<file path="src/rtl/fetch_sequencer.sv">
// IF-stage control for the RV32I pipeline: owns the PC, next-PC selection,
// program-load phase, IF/ID enable/flush, fetch counter and stall watchdog.
module fetch_sequencer #(
  parameter logic [31:0] RESET_PC    = 32'h0000_0000,
  parameter bit          LOAD_ENABLE = 1'b1,
  parameter int unsigned MAX_STALL   = 16
) (
  input  logic        clk,
  input  logic        rst,
  input  logic        load_valid,
  output logic        load_ready,
  input  logic [31:0] load_addr,
  input  logic [31:0] load_data,
  input  logic        load_last,
  output logic        imem_we,
  output logic [31:0] imem_waddr,
  output logic [31:0] imem_wdata,
  output logic [31:0] imem_raddr,
  input  logic        stall_in,
  input  logic        redirect_valid,
  input  logic [31:0] redirect_target,
  input  logic        halt_req,
  input  logic        resume,
  output logic [31:0] pc,
  output logic [31:0] pc_plus4,
  output logic        ifid_en,
  output logic        ifid_flush,
  output logic [31:0] fetch_count,
  output logic [1:0]  state,
  output logic [1:0]  err
);

  typedef enum logic [1:0] {
    S_LOAD  = 2'b00,
    S_RUN   = 2'b01,
    S_STALL = 2'b10,
    S_HALT  = 2'b11
  } state_e;

  localparam logic [7:0] MAX_STALL_W = 8'(MAX_STALL);
  localparam state_e     START_STATE = LOAD_ENABLE ? S_LOAD : S_RUN;

  state_e      cur_state, next_state;
  logic [31:0] pc_q, pc_next;
  logic [31:0] fc_q, fc_next;
  logic [1:0]  err_q, err_next;
  logic [7:0]  stall_cnt, cnt_next;

  always_ff @(posedge clk) begin
    if (!rst) begin
      cur_state <= START_STATE;
      pc_q      <= RESET_PC;
      fc_q      <= '0;
      err_q     <= '0;
      stall_cnt <= '0;
    end else begin
      cur_state <= next_state;
      pc_q      <= pc_next;
      fc_q      <= fc_next;
      err_q     <= err_next;
      stall_cnt <= cnt_next;
    end
  end

  always_comb begin
    next_state = cur_state;
    pc_next    = pc_q;
    fc_next    = fc_q;
    err_next   = err_q;
    cnt_next   = stall_cnt;
    imem_we    = 1'b0;
    ifid_en    = 1'b0;
    ifid_flush = 1'b0;

    unique case (cur_state)
      S_LOAD: begin
        if (load_valid) begin
          // A misaligned word is still consumed so the loader never wedges.
          if (load_addr[1:0] != 2'b00) err_next[0] = 1'b1;
          else                         imem_we     = 1'b1;
          if (load_last) begin
            next_state = S_RUN;
            pc_next    = RESET_PC;
          end
        end
      end

      // STALL shares RUN priorities so a stall release steps in the same cycle.
      S_RUN, S_STALL: begin
        if (redirect_valid) begin
          ifid_flush = 1'b1;
          cnt_next   = '0;
          if (redirect_target[1:0] != 2'b00) begin
            err_next[0] = 1'b1;
            next_state  = S_HALT;
          end else begin
            ifid_en    = 1'b1;
            pc_next    = redirect_target;
            next_state = S_RUN;
          end
        end else if (stall_in) begin
          cnt_next = (cur_state == S_STALL) ? stall_cnt + 8'd1 : 8'd1;
          if (cnt_next >= MAX_STALL_W) begin
            err_next[1] = 1'b1;
            next_state  = S_HALT;
          end else begin
            next_state = S_STALL;
          end
        end else if (halt_req) begin
          cnt_next   = '0;
          next_state = S_HALT;
        end else begin
          ifid_en    = 1'b1;
          pc_next    = pc_q + 32'd4;
          fc_next    = fc_q + 32'd1;
          cnt_next   = '0;
          next_state = S_RUN;
        end
      end

      S_HALT: begin
        if (resume) begin
          cnt_next   = '0;
          next_state = S_RUN;
        end
      end

      default: next_state = START_STATE;
    endcase
  end

  assign load_ready  = (cur_state == S_LOAD);
  assign imem_waddr  = load_addr;
  assign imem_wdata  = load_data;
  assign imem_raddr  = pc_q;
  assign pc          = pc_q;
  assign pc_plus4    = pc_q + 32'd4;
  assign fetch_count = fc_q;
  assign state       = cur_state;
  assign err         = err_q;

endmodule

</file>
<file path="config.mk">
export PLATFORM = sky130hd
export DESIGN_NAME = fetch_sequencer
export DESIGN_NICKNAME = d
export VERILOG_FILES = /design/src/rtl/fetch_sequencer.sv
export SDC_FILE = /design/constraint.sdc
export NUM_CORES = 1
export LEC_CHECK = 0
export ABC_AREA = 0
export BUFFER_PORTS_ARGS = -buffer_cell sky130_fd_sc_hd__buf_2
export CORE_ASPECT_RATIO = 0.75
export CORE_MARGIN = 2
export CORE_UTILIZATION = 40
export DETAILED_ROUTE_END_ITERATION = 8
export PLACE_DENSITY = 0.74
export SYNTH_ARGS = -nofsm -noshare
export SYNTH_HDL_FRONTEND = slang
export SYNTH_SLANG_ARGS = --single-unit
</file>
<file path="constraint.sdc">
create_clock -name clk -period 2.5 [get_ports clk]
set_input_delay 0.25 -clock clk [delete_from_list [all_inputs] [get_ports clk]]
set_output_delay 0.25 -clock clk [all_outputs]
set_load 0.005 [all_outputs]
</file>
==> metrics.txt <==
commonest cells after routing, fill and taps aside=179 x buf_2, 70 x dfxtp_1, 56 x nand2_1; Syn Inst Count=671; setup tns final=0 ns; critical path fanouts, max=8; Synth Area in Compound Gates=15.0%; max-cap violation count=0; Worst-Margin Slew=0.713 ns; Via density=5.69; Multi-input gate area=2830 µm²; WP depth=5; Avg WL per Cell=17.3 µm; commonest non-fill, non-tap cell in the layout=buf_2; Req. time, crit path=2.25 ns; Root Driver=clkbuf_16; Synth Area in Simple Gates=27.4%; Avg Cell Area, Syn=7.79 µm²; CTS tree=yes; syn nets=781; main combinational cell family by area after synthesis=simple AND/OR/NAND/NOR gates; number of synthesized flops with an enable pin=0; Crit path max-delay family=simple AND/OR/NAND/NOR gates; CP max stage delay=0.61 ns; Async SR Flop Fraction=0%; CP cell instances=and4_1 -> nand4_1 -> or4_4 -> xnor2_1 -> buf_2; Netlist cell types=64; TritonRoute pass-1 iters=5; die footprint=14,000 µm²; Slew headroom=51.1%; Reg2Reg Depth=8; largest net degree at the start of global routing=33; Total GRT Usage=22.6%; unrepaired setup endpoints after global routing=true; Tot Pwr=3.33 mW; hpwl dp=12,200 µm; Initial Util=40.6%; antenna fix cells=0; CTS Buffer Depth=2; outcome=completed; clock latency on the worst-skew pair=0.33 ns; Pwr per Cell Area=545 nW/µm²; drt total wl=16,300 µm; startpoint types=flip-flop; Synth Area in Adders=1.44%; share of cells above drive strength 1=33.9%; mux share of post-synthesis cell area=1.36%; synth top area cells=dfxtp_1 29%, buf_4 14%, xnor2_1 5.4%; number of global-route vias before repair=4,637; Critical Path Start=imem_raddr[19]; Crit Reg-Reg Startpoint=state[1]; chip height=103 µm; fill count=1,287; minimum clock period after layout=2.44 ns; CP arrival=2.19 ns; antenna violations before repair=1; total number of vias=5,372; global placement routability congestion=0.959; Pleak=2.75 nW; first-pass GRT wire length=24,800 µm; maximum clock rate=410 MHz; worst setup skew after layout=0.00760 ns; clock-pin slew on the worst setup and hold paths=0.06 ns; Core ar.=12,900 µm²; GRT Residual Overflow=0; Cell Area, Synth=5230 µm²; initial drt markers=669; Final setup viols=0; Layout Nets=880; Yosys Warn Count=0; P&R area growth vs syn=17.1%; H-tree depth=3; min-delay src=redirect_target[26]; Slowest cell on crit path=or4_4; CTS buffer count=9; # DRC=0; fin. max-slew vios=0; Worst IR Drop VDD=0.276 mV; register area=1530 µm²; end of the critical path=pc_plus4[29]; Final Cycle Share=97.7%; Die X=136 µm; hold buffer count at CTS=0; Synth Area in XOR/XNOR=8.04%; # rows=36; Most used DFF post-synth=dfxtp_1; CP endpoint kind=output pin; Hold Crit Class=in -> reg; # port buffers=179; cell taking the most area after synthesis=dfxtp_1; num ports=304; Sink Count=76; Routed Antenna Nets=0; post-synthesis sequential area ratio=29.1%; r2r setup slk=0.15 ns; number of synthesized register bits=76; Synth top area share=29.1%; Hold Vio Cnt, Final=0; Crit Reg-Reg Endpoint=imem_raddr[21]; crit path kind=reg -> out; CP bufs+invs=1
==> metrics by stage <==
stage	utilization, %	setup slack, ns	cells	hold WS [ns]	area, µm²
final	47.5	0.0587	944	0.166	6120
after global routing	47.5	-0.0619	944	0.164	6120
after CTS	47.2	0.0281	943	0.154	6070
after detailed placement	44.6	0.0126	925	0.469	5750
after global placement	44.6	0.122	925	0.455	5750
after floorplan	-	0.109	671	0.391	5230
==> where the power goes <==
group          internal, mW  switching [mW]  leakage (nW)
Sequential             1.26          0.0580         0.617
Combinational         0.294           0.423          1.99
Clock                 0.815           0.490         0.145
==> worst min-delay path by stage <==
stage | end | slack (ns) | depth (start not counted)
5_1_grt | imem_raddr[26] | 0.16 | 3
3_5_place_dp | err[0] | 0.47 | 2
6_report | imem_raddr[26] | 0.17 | 3
2_1_floorplan | imem_raddr[26] | 0.39 | 2
4_1_cts | imem_raddr[26] | 0.15 | 3
3_3_place_gp | err[0] | 0.45 | 2
==> logic make-up (layout without fill, tap and decap cells) <==
| family | Yosys count | count (layout) |
|---|---|---|
| buffers and inverters | 145 | 247 |
| AOI/OAI and AO/OA | 118 | 118 |
| xor gates and xnor gates | 48 | 48 |
| and+or+nand+nor | 271 | 271 |
| DFF | 76 | 76 |
| adders and majority gates | 6 | 6 |
| muxes | 7 | 7 |
==> worst register-to-register path: stages (launching register included) <==
cell      delay [ns]
dfxtp_1         0.39
inv_1           0.07
ha_2            0.42
nand2b_1        0.14
a221oi_2        0.35
buf_4           0.26
nand2_1         0.12
o311ai_0        0.37
o21a_1          0.17
==> per-layer routing <==
layer / vias up / track usage [%] / part of all wire, %
li1: 2513 / - / -
met1: 2516 / 32.4 / 45
met2: 315 / 31.9 / 41
met3: 26 / 7.42 / 12
met4: 2 / 6.81 / 1.8
met5: - / 0 / 0.080
==> cell usage after synthesis, drive strengths merged, types with 4 or more instances <==
cell / number
nor4: 14
nand3: 39
or3: 8
or4: 14
nand2: 56
nand4: 24
a31oi: 4
o21ai: 23
inv: 11
nor3: 13
a21oi: 33
and2: 6
ha: 6
nor2: 55
xnor2: 32
o22ai: 5
nand2b: 4
a22oi: 6
buf: 107
o31ai: 10
xor2: 16
dfxtp: 76
mux2i: 6
clkbuf: 26
and3: 16
and4: 10
==> registers in the layout (all words and copies together), names as in the netlist <==
signal,count
fetch_count,32
imem_raddr,32
stall_cnt,8
err,2
state,2
==> cell type report <==
class / count / area share (%)
Multi-Input combinational cell: 450 / 46.2
Sequential cell: 76 / 25.0
Clock buffer: 12 / 4.19
Timing Repair Buffer: 221 / 19.8
Inverter: 12 / 0.736
Clock inverter: 2 / 0.572
Tap cell: 171 / 3.49
==> timing repair <==
item                                    CTS  global route
pin swaps                                 1             1
endpoints found under the setup margin    6            43
buffers inserted                          4             1
resized for setup                         2            13
Power figures use the tool's default switching activity.
